<file path="src/rtl/atmega_tim_pkg.sv">
// Shared constants for the ATmega timer prescaler: GTCCR bit positions,
// prescaler tap widths and the common counter width.
package atmega_tim_pkg;

  localparam int CNT_W = 10;

  localparam int GTCCR_TSM     = 7;
  localparam int GTCCR_PSRASY  = 1;
  localparam int GTCCR_PSRSYNC = 0;

  localparam int TAP_8    = 3;
  localparam int TAP_32   = 5;
  localparam int TAP_64   = 6;
  localparam int TAP_128  = 7;
  localparam int TAP_256  = 8;
  localparam int TAP_1024 = 10;

  // True when the low `width` bits of the counter are all ones.
  function automatic logic tap_hit(input logic [CNT_W-1:0] cnt, input int width);
    logic [CNT_W-1:0] mask;
    mask = '0;
    for (int i = 0; i < CNT_W; i++) begin
      if (i < width) mask[i] = 1'b1;
    end
    return (cnt & mask) == mask;
  endfunction

endpackage

</file>
<file path="src/rtl/atmega_tim_pin_sync.sv">
// Three-flop synchroniser for an external timer clock pin, followed by
// registered single-cycle rise/fall pulses.
module atmega_tim_pin_sync (
  input  logic clk,
  input  logic rst,
  input  logic pin,
  output logic rise,
  output logic fall
);

  logic s1_q, s2_q, s3_q, rise_q, fall_q;
  logic s1_d, s2_d, s3_d, rise_d, fall_d;

  always_comb begin
    s1_d   = pin;
    s2_d   = s1_q;
    s3_d   = s2_q;
    rise_d = s2_q & ~s3_q;
    fall_d = ~s2_q & s3_q;
  end

  always_ff @(posedge clk) begin
    if (rst) begin
      s1_q   <= 1'b0;
      s2_q   <= 1'b0;
      s3_q   <= 1'b0;
      rise_q <= 1'b0;
      fall_q <= 1'b0;
    end else begin
      s1_q   <= s1_d;
      s2_q   <= s2_d;
      s3_q   <= s3_d;
      rise_q <= rise_d;
      fall_q <= fall_d;
    end
  end

  assign rise = rise_q;
  assign fall = fall_q;

endmodule

</file>
<file path="src/rtl/atmega_tim_prescaler.sv">
// Shared prescaler for the ATmega timers: sync and timer-2 counters with tick
// strobes, the GTCCR register, and the T0/T1 external clock front end.
module atmega_tim_prescaler
  import atmega_tim_pkg::*;
#(
  parameter int BUS_ADDR_DATA_LEN = 8,
  parameter logic [BUS_ADDR_DATA_LEN-1:0] GTCCR_ADDR = 'h43
) (
  input  logic                         clk,
  input  logic                         rst,
  input  logic                         halt,
  input  logic [BUS_ADDR_DATA_LEN-1:0] addr_dat,
  input  logic                         wr_dat,
  input  logic                         rd_dat,
  input  logic [7:0]                   bus_dat_in,
  output logic [7:0]                   bus_dat_out,
  output logic                         clk8,
  output logic                         clk64,
  output logic                         clk256,
  output logic                         clk1024,
  output logic                         clk2_8,
  output logic                         clk2_32,
  output logic                         clk2_64,
  output logic                         clk2_128,
  output logic                         clk2_256,
  output logic                         clk2_1024,
  input  logic                         t0,
  input  logic                         t1,
  output logic                         t0_rise,
  output logic                         t0_fall,
  output logic                         t1_rise,
  output logic                         t1_fall
);

  logic [CNT_W-1:0] psc_sync_q, psc_sync_d;
  logic [CNT_W-1:0] psc_asy_q, psc_asy_d;
  logic             tsm_q, tsm_d;
  logic             psrsync_q, psrsync_d;
  logic             psrasy_q, psrasy_d;

  logic gtccr_sel, gtccr_wr;
  logic sync_hold, asy_hold, sync_clr, asy_clr;
  logic sync_go, asy_go;
  logic unused_bits;

  assign gtccr_sel = (addr_dat == GTCCR_ADDR);
  assign gtccr_wr  = wr_dat & gtccr_sel;

  // Hold state is taken from the registered bits, so a write that sets
  // TSM and PSRx together clears the counter now and holds from next cycle.
  assign sync_hold = tsm_q & psrsync_q;
  assign asy_hold  = tsm_q & psrasy_q;
  assign sync_clr  = (gtccr_wr & bus_dat_in[GTCCR_PSRSYNC]) | sync_hold;
  assign asy_clr   = (gtccr_wr & bus_dat_in[GTCCR_PSRASY]) | asy_hold;

  always_comb begin
    tsm_d     = tsm_q;
    psrsync_d = psrsync_q & tsm_q;
    psrasy_d  = psrasy_q & tsm_q;
    if (gtccr_wr) begin
      tsm_d     = bus_dat_in[GTCCR_TSM];
      psrsync_d = bus_dat_in[GTCCR_TSM] & (bus_dat_in[GTCCR_PSRSYNC] | psrsync_q);
      psrasy_d  = bus_dat_in[GTCCR_TSM] & (bus_dat_in[GTCCR_PSRASY] | psrasy_q);
    end
  end

  always_comb begin
    psc_sync_d = psc_sync_q + 1'b1;
    if (sync_clr)  psc_sync_d = '0;
    else if (halt) psc_sync_d = psc_sync_q;

    psc_asy_d = psc_asy_q + 1'b1;
    if (asy_clr)   psc_asy_d = '0;
    else if (halt) psc_asy_d = psc_asy_q;
  end

  always_ff @(posedge clk) begin
    if (rst) begin
      psc_sync_q <= '0;
      psc_asy_q  <= '0;
      tsm_q      <= 1'b0;
      psrsync_q  <= 1'b0;
      psrasy_q   <= 1'b0;
    end else begin
      psc_sync_q <= psc_sync_d;
      psc_asy_q  <= psc_asy_d;
      tsm_q      <= tsm_d;
      psrsync_q  <= psrsync_d;
      psrasy_q   <= psrasy_d;
    end
  end

  assign sync_go = ~halt & ~sync_hold;
  assign asy_go  = ~halt & ~asy_hold;

  assign clk8    = sync_go & tap_hit(psc_sync_q, TAP_8);
  assign clk64   = sync_go & tap_hit(psc_sync_q, TAP_64);
  assign clk256  = sync_go & tap_hit(psc_sync_q, TAP_256);
  assign clk1024 = sync_go & tap_hit(psc_sync_q, TAP_1024);

  assign clk2_8    = asy_go & tap_hit(psc_asy_q, TAP_8);
  assign clk2_32   = asy_go & tap_hit(psc_asy_q, TAP_32);
  assign clk2_64   = asy_go & tap_hit(psc_asy_q, TAP_64);
  assign clk2_128  = asy_go & tap_hit(psc_asy_q, TAP_128);
  assign clk2_256  = asy_go & tap_hit(psc_asy_q, TAP_256);
  assign clk2_1024 = asy_go & tap_hit(psc_asy_q, TAP_1024);

  always_comb begin
    bus_dat_out = 8'h00;
    if (rd_dat && gtccr_sel) begin
      bus_dat_out[GTCCR_TSM]     = tsm_q;
      bus_dat_out[GTCCR_PSRASY]  = psrasy_q;
      bus_dat_out[GTCCR_PSRSYNC] = psrsync_q;
    end
  end

  // Write data on GTCCR bits 6:2 is discarded; those bits read 0.
  assign unused_bits = ^bus_dat_in[6:2];

  atmega_tim_pin_sync u_t0_sync (
    .clk  (clk),
    .rst  (rst),
    .pin  (t0),
    .rise (t0_rise),
    .fall (t0_fall)
  );

  atmega_tim_pin_sync u_t1_sync (
    .clk  (clk),
    .rst  (rst),
    .pin  (t1),
    .rise (t1_rise),
    .fall (t1_fall)
  );

endmodule

</file>
<file path="config.mk">
export PLATFORM = sky130hd
export DESIGN_NAME = atmega_tim_prescaler
export DESIGN_NICKNAME = d
export VERILOG_FILES = /design/src/rtl/atmega_tim_pkg.sv /design/src/rtl/atmega_tim_pin_sync.sv /design/src/rtl/atmega_tim_prescaler.sv
export SDC_FILE = /design/constraint.sdc
export NUM_CORES = 1
export LEC_CHECK = 0
export ABC_CLOCK_PERIOD_IN_PS = 3500
export CELL_PAD_IN_SITES_DETAIL_PLACEMENT = 0
export CELL_PAD_IN_SITES_GLOBAL_PLACEMENT = 2
export CORE_MARGIN = 2
export CORE_UTILIZATION = 31
export CTS_BUF_LIST = sky130_fd_sc_hd__clkbuf_4
export DETAILED_ROUTE_END_ITERATION = 10
export PLACE_DENSITY = 0.91
export SLEW_MARGIN = 30
export SYNTH_ARGS = -nofsm -noshare
export SYNTH_HDL_FRONTEND = slang
export SYNTH_SLANG_ARGS = --single-unit
</file>
<file path="constraint.sdc">
create_clock -name clk -period 3.5 [get_ports clk]
set_input_delay 0.7 -clock clk [delete_from_list [all_inputs] [get_ports clk]]
set_output_delay 0.7 -clock clk [all_outputs]
set_load 0.05 [all_outputs]
</file>
==> results of run 1 <==
==> state kept, by name, indices dropped and copies added (netlist names) <==
signal,count
u_t0_sync.rise,1
u_t1_sync.s1_q,1
psc_asy_q,10
tsm_q,1
u_t1_sync.s2_q,1
u_t0_sync.s1_q,1
u_t0_sync.fall,1
psrsync_q,1
u_t1_sync.s3_q,1
u_t0_sync.s2_q,1
u_t1_sync.rise,1
u_t1_sync.fall,1
psc_sync_q,10
psrasy_q,1
u_t0_sync.s3_q,1
==> synthesized netlist by cell type (4+ instances only) <==
library cell  number  share of area
dfxtp_1           33           0.42
and2_1             5          0.020
nand2_1            5          0.012
nor2_1            14          0.034
or4_1              7          0.034
nand4b_1           4          0.022
nor2b_1            8          0.032
inv_1              7          0.017
xor2_1             5          0.028
buf_4              5          0.024
or3_1              5          0.020
o31ai_1            8          0.038
o21ai_0            7          0.022
mux2i_1            5          0.032
ha_1               5          0.040
a21oi_1           15          0.048
==> worst max-delay path, cell delays in order <==
cell,delay [ns]
clkdlybuf4s50_1,0.57
nand3b_1,0.34
nor4_2,0.42
and3_1,0.26
buf_12,0.14
==> final timing paths <==
kind                        from              to  slack [ns]  depth (start not counted)
setup / recovery            halt       clk2_1024        0.37                          5
hold / removal    u_t1_sync.s3_q  u_t1_sync.rise        0.41                          1
setup reg to reg   psc_sync_q[0]   psc_sync_q[8]        1.85                          5
hold reg to reg   u_t1_sync.s3_q  u_t1_sync.rise        0.41                          1
==> layout make-up <==
cell class	instances	area, um^2
clock buffer	5	37.5
tap	67	83.8
fill	490	2710
multi-input combinational	122	841
inverter	7	26.3
sequential	33	661
clock inverter	3	12.5
timing repair buffer	36	410
==> cells by family (layout without fill, tap and decap cells) <==
group | after synthesis | in the layout | share of synthesized area
AOI/OAI and AO/OA | 32 | 32 | 0.144
xor gates and xnor gates | 5 | 5 | 0.0281
adders and majority gates | 5 | 5 | 0.0401
buffers and inverters | 16 | 51 | 0.0553
DFF | 33 | 33 | 0.423
muxes | 5 | 5 | 0.0321
other | 1 | 5 | 0.00240
and+or+nand+nor | 70 | 70 | 0.274
==> power groups by stage <==
| stage | clock network [mW] | logic, mW | registers [mW] |
|---|---|---|---|
| global placement | 0 | 0.0727 | 0.399 |
| CTS | 0.205 | 0.0736 | 0.391 |
| global route | 0.226 | 0.0797 | 0.392 |
| finish | 0.195 | 0.0727 | 0.390 |
| floorplan | 0 | 0.0461 | 0.401 |
| detailed placement | 0 | 0.0734 | 0.399 |
==> layer usage <==
| metal | track usage | vias to the layer above | routed length [um] |
|---|---|---|---|
| met5 | 0 | - | 0 |
| met4 | 0.0417 | 0 | 51 |
| met3 | 0.0375 | 5 | 146 |
| met2 | 0.189 | 30 | 1380 |
| met1 | 0.150 | 611 | 1370 |
| li1 | - | 679 | - |
==> layout by cell type, fill, tap and decap left out, drive strengths merged, types with 2 or more instances in the layout <==
cell	netlist	final
nand4b	4	4
clkinv	0	3
conb	1	5
nand4	3	3
nand3	3	3
nor2	14	14
nor3	2	2
or4	7	7
and2	5	5
o31ai	8	8
or3	5	5
nand3b	2	2
ha	5	5
o41ai	2	2
inv	7	7
mux2i	5	5
and3	2	2
nor2b	8	8
xor2	5	5
dfxtp	33	33
o21ai	7	7
a21oi	15	15
clkbuf	2	5
nand2	5	5
clkdlybuf4s50	0	21
nor3b	3	3
buf	7	15
nor4	2	2
==> out/results.txt, run 1 <==
Hold Crit Class: flop to flop
Seq cells post-synth: 33
CTS tree: built
Synth Cell Area: 0.00156 mm^2
Vias/cell: 4.85
Via count: 1325
Layout net count: 233
Worst setup SP type: input pin
Clk pwr share: 0.296
Fin. max-slew vios: 0
Setup ws final: 0.365 ns
Sequential Power Share: 0.594
Worst-path maximum fanout: 7
Ys async rst share: 0
CTS Root Cell: clkbuf_4
Design area: 0.00207 mm^2
Leakage power: 0.768 nW
Slew HR: 0.562
Gate power share: 0.110
Pwr Total: 0.658 mW
# IOs: 45
Die Height: 74.9 um
Count of non-filler cells in the finished layout: 273
Setup Buffers After CTS: 0
Post-synth EDFFs: 0
Max cap viols: 0
Syn avg cell area: 9.34 um^2
# hold bufs at CTS: 0
Unrepaired setup endpoints after global routing: no
DP Cell Count: 265
Total GRT Usage: 0.118
P_sw: 0.168 mW
Synth Instances: 167
Max clock buf depth: 2
Setup violators final: 0
First drt pass iteration count: 4
Largest net degree at the start of global routing: 14
P_int: 0.490 mW
Routed Antenna Nets: 0
Antenna violations before repair: 0
Chip width: 74.9 um
Violation count after the first detailed-route iteration: 65
Yosys warns: 0
Tightest Pin Transition: 0.655 ns
Final Cycle Share: 0.896
Antenna cells: 0
H-tree levels: 2
Setup TNS: 0 ns
Starting density of the core: 0.326
Register area share after synthesis: 0.423
# DRC: 0
Global-route wire length before repair: 5140 um
Port Buf Inserts: 34
Ys flop type: dfxtp_1
Number of core rows: 25
Worst hold slack: 0.407 ns
Routability cong.: 0.717
Placed cell area: 0.00202 mm^2
CTS sink cnt: 33
Post-synthesis cell type count: 33
Worst endpoint required time: 2.80 ns
Area Growth Syn to Fin: 32.8%
Period minus WS final: 3.13 ns
Post-DP HPWL: 2240 um
Peak VDD IR: 0.166 mV
Crit path arrival time: 2.43 ns
Clock skew: 0.00544 ns
Status: complete, no violations
Fmax: 319 MHz
Final hold viol count: 0
Final core occ: 0.433
CTS resizes: 0
Crit end category: primary output
Number of global-route vias before repair: 1216
Share of post-route cells with drive strength above 1: 0.126
Crit Path Category: input pin to primary output
Drt wl/cell: 10.8 um
Switching part of the total power: 0.255
Worst skew pair latency: 0.33 ns
Area of the core: 0.00479 mm^2
Num CTS Buffers: 5
Total grt overflow: 0
Die area: 0.00562 mm^2
Total wire length: 2950 um
Dpl ws: 0.357 ns
PD cells: 318 mW/mm^2
Clk pin slew, worst setup/hold paths: 0.10 ns
(Power assumes the default switching activity.)
==> run 2, diff against run 1 <==
--- a/config.mk
+++ b/config.mk
@@ -8,11 +8,10 @@
 export ABC_CLOCK_PERIOD_IN_PS = 3500
 export CELL_PAD_IN_SITES_DETAIL_PLACEMENT = 0
 export CELL_PAD_IN_SITES_GLOBAL_PLACEMENT = 2
-export CORE_MARGIN = 2
-export CORE_UTILIZATION = 31
-export CTS_BUF_LIST = sky130_fd_sc_hd__clkbuf_4
+export CORE_MARGIN = 5
+export CORE_UTILIZATION = 30
 export DETAILED_ROUTE_END_ITERATION = 10
-export PLACE_DENSITY = 0.91
+export PLACE_DENSITY = 0.89
 export SLEW_MARGIN = 30
 export SYNTH_ARGS = -nofsm -noshare
 export SYNTH_HDL_FRONTEND = slang
==> run 2 against run 1 <==
  * Die area rose by 20%
  * First-iteration DRC count fell by 12%
  * Largest cell class unchanged
  * Maximum frequency rose by 5.9%
  * Combinational power rose by 2%
  * Count of clock-buffer cells in the layout rose by 1
==> out/results.txt, run 2 (same netlist as run 1, synthesis figures left out) <==
R2r endpoint: psc_sync_q[8] (unchanged)
Worst skew pair latency: 0.29 ns (was 0.33 ns)
Fill count: 528 (was 490)
Unrepaired setup endpoints after global routing: no (unchanged)
Largest net degree at the start of global routing: 14 (unchanged)
Area occupied by multi-input gates: 841 um^2 (unchanged)
First drt pass iteration count: 4 (unchanged)
PD cells: 390 mW/mm^2 (was 318 mW/mm^2)
Violation count after the first detailed-route iteration: 57 (was 65)
P_sw: 0.190 mW (was 0.168 mW)
P_int: 0.650 mW (was 0.490 mW)
Setup Buffers After CTS: 0 (unchanged)
Hold depth: 1 (unchanged)
Crit path arrival time: 2.26 ns (was 2.43 ns)
Slew HR: 0.565 (was 0.562)
Reg2Reg Setup Slack: 1.88 ns (was 1.85 ns)
Worst setup SP type: input pin (unchanged)
CTS Root Cell: clkbuf_8 (was clkbuf_4)
Die Height: 82.1 um (was 74.9 um)
# DRC: 0 (unchanged)
Setup TNS: 0 ns (unchanged)
Total GRT Usage: 0.105 (was 0.118)
Leakage power: 0.800 nW (was 0.768 nW)
Antenna violations before repair: 0 (unchanged)
Drt wl/cell: 11.4 um (was 10.8 um)
Regs by FF count: psc_asy_q: 10 flops, psc_sync_q: 10 flops (unchanged)
Peak VDD IR: 0.208 mV (was 0.166 mV)
Area Growth Syn to Fin: 38.0% (was 32.8%)
Clock skew: 0.00865 ns (was 0.00544 ns)
Crit Path Category: input pin to primary output (unchanged)
Setup ws final: 0.541 ns (was 0.365 ns)
Worst endpoint required time: 2.80 ns (about the same)
Commonest non-fill, non-tap cell in the layout: dfxtp_1 (unchanged)
Routability cong.: 0.714 (was 0.717)
Worst r2r path cells: 5 (unchanged)
Post-DP HPWL: 2410 um (was 2240 um)
Num CTS Buffers: 5 (unchanged)
Design area: 0.00215 mm^2 (was 0.00207 mm^2)
Die area: 0.00674 mm^2 (was 0.00562 mm^2)
Period minus WS final: 2.96 ns (was 3.13 ns)
Antenna cells: 0 (unchanged)
CTS resizes: 0 (unchanged)
DP Cell Count: 269 (was 265)
Total grt overflow: 0 (unchanged)
Fmax: 338 MHz (was 319 MHz)
Status: complete, no violations (unchanged)
Fin. max-slew vios: 0 (unchanged)
Layout net count: 234 (was 233)
Pwr Total: 0.840 mW (was 0.658 mW)
Gate power share: 0.088 (was 0.110)
Most frequent cells in the layout: dfxtp_1, clkdlybuf4s50_1, a21oi_1 (unchanged)
Starting density of the core: 0.307 (was 0.326)
Sequential Power Share: 0.465 (was 0.594)
Clk pin slew, worst setup/hold paths: 0.07 ns (was 0.10 ns)
Area of the core: 0.00507 mm^2 (was 0.00479 mm^2)
Vias/cell: 4.65 (was 4.85)
Switching part of the total power: 0.226 (was 0.255)
Routed Antenna Nets: 0 (unchanged)
Worst R2R Start: psc_sync_q[0] (unchanged)
H-tree levels: 2 (unchanged)
Placed cell area: 0.00203 mm^2 (was 0.00202 mm^2)
Global-route wire length before repair: 5430 um (was 5140 um)
Via count: 1289 (was 1325)
Number of core rows: 26 (was 25)
Port Buf Inserts: 34 (unchanged)
Worst-path maximum fanout: 4 (was 7)
# hold bufs at CTS: 0 (unchanged)
Worst Hold Launch: u_t0_sync.s3_q (was u_t1_sync.s3_q)
Count of non-filler cells in the finished layout: 277 (was 273)
# IOs: 45 (unchanged)
Hold path endpoint: u_t0_sync.rise (was u_t1_sync.rise)
Register Area: 661 um^2 (unchanged)
CTS sink cnt: 33 (unchanged)
Total wire length: 3150 um (was 2950 um)
CTS tree: built (unchanged)
Final Cycle Share: 0.845 (was 0.896)
Tightest Pin Transition: 0.651 ns (was 0.655 ns)
Setup violators final: 0 (unchanged)
Dpl ws: 0.511 ns (was 0.357 ns)
Number of global-route vias before repair: 1271 (was 1216)
Max clock buf depth: 2 (unchanged)
Max cap viols: 0 (unchanged)
Clk pwr share: 0.447 (was 0.296)
Crit end category: primary output (unchanged)
Hold Crit Class: flop to flop (unchanged)
Final hold viol count: 0 (unchanged)
Chip width: 82.1 um (was 74.9 um)
Share of post-route cells with drive strength above 1: 0.140 (was 0.126)
==> run 2: changes by cell type in the layout (fill, tap and decap cells not counted), sizes merged <==
cell,delta
clkinv,-3
clkbuf,+1
bufinv,+1
buf,+1
clkinvlp,+1
==> run 2: how the worst max path moves through the flow <==
stage	end	slack, ns	start
final	clk1024	0.54	halt
after floorplan	clk1024	0.17	halt
after global routing	clk1024	0.40	halt
after CTS	clk1024	0.51	halt
after global placement	clk2_1024	0.53	halt
after detailed placement	clk1024	0.51	halt
==> run 2: per-stage QoR <==
step / utilization / hold slack (ns)
2_1_floorplan: - / 0.383
3_3_place_gp: 0.401 / 0.390
3_5_place_dp: 0.401 / 0.399
4_1_cts: 0.424 / 0.408
5_1_grt: 0.424 / 0.423
6_report: 0.424 / 0.406
==> run 2: critical path, cell delays in order <==
cell	delay, ns
clkdlybuf4s50_1	0.46
nand4b_1	0.24
nor4_2	0.45
and3_1	0.27
buf_12	0.14
==> run 2: layout make-up <==
class / count / share of cell area
Tap cell: 70 / 0.0407
Clock inverter: 2 / 0.0174
Clock buffer: 6 / 0.0383
Sequential cell: 33 / 0.307
Timing Repair Buffer: 37 / 0.194
Inverter: 7 / 0.0122
Multi-Input combinational cell: 122 / 0.390
==> run 2: metal layers <==
metal / wire (um) / global-route usage
met4: 69 / 0.0548
met5: 0 / 0
met3: 108 / 0.0304
met1: 1420 / 0.118
met2: 1560 / 0.179
==> run 2: power groups by stage <==
stage	Combinational [mW]	Clock, mW	Sequential (mW)
floorplan	0.0461	0	0.401
global route	0.0798	0.404	0.392
global placement	0.0736	0	0.399
finish	0.0738	0.375	0.391
detailed placement	0.0740	0	0.399
CTS	0.0744	0.388	0.391
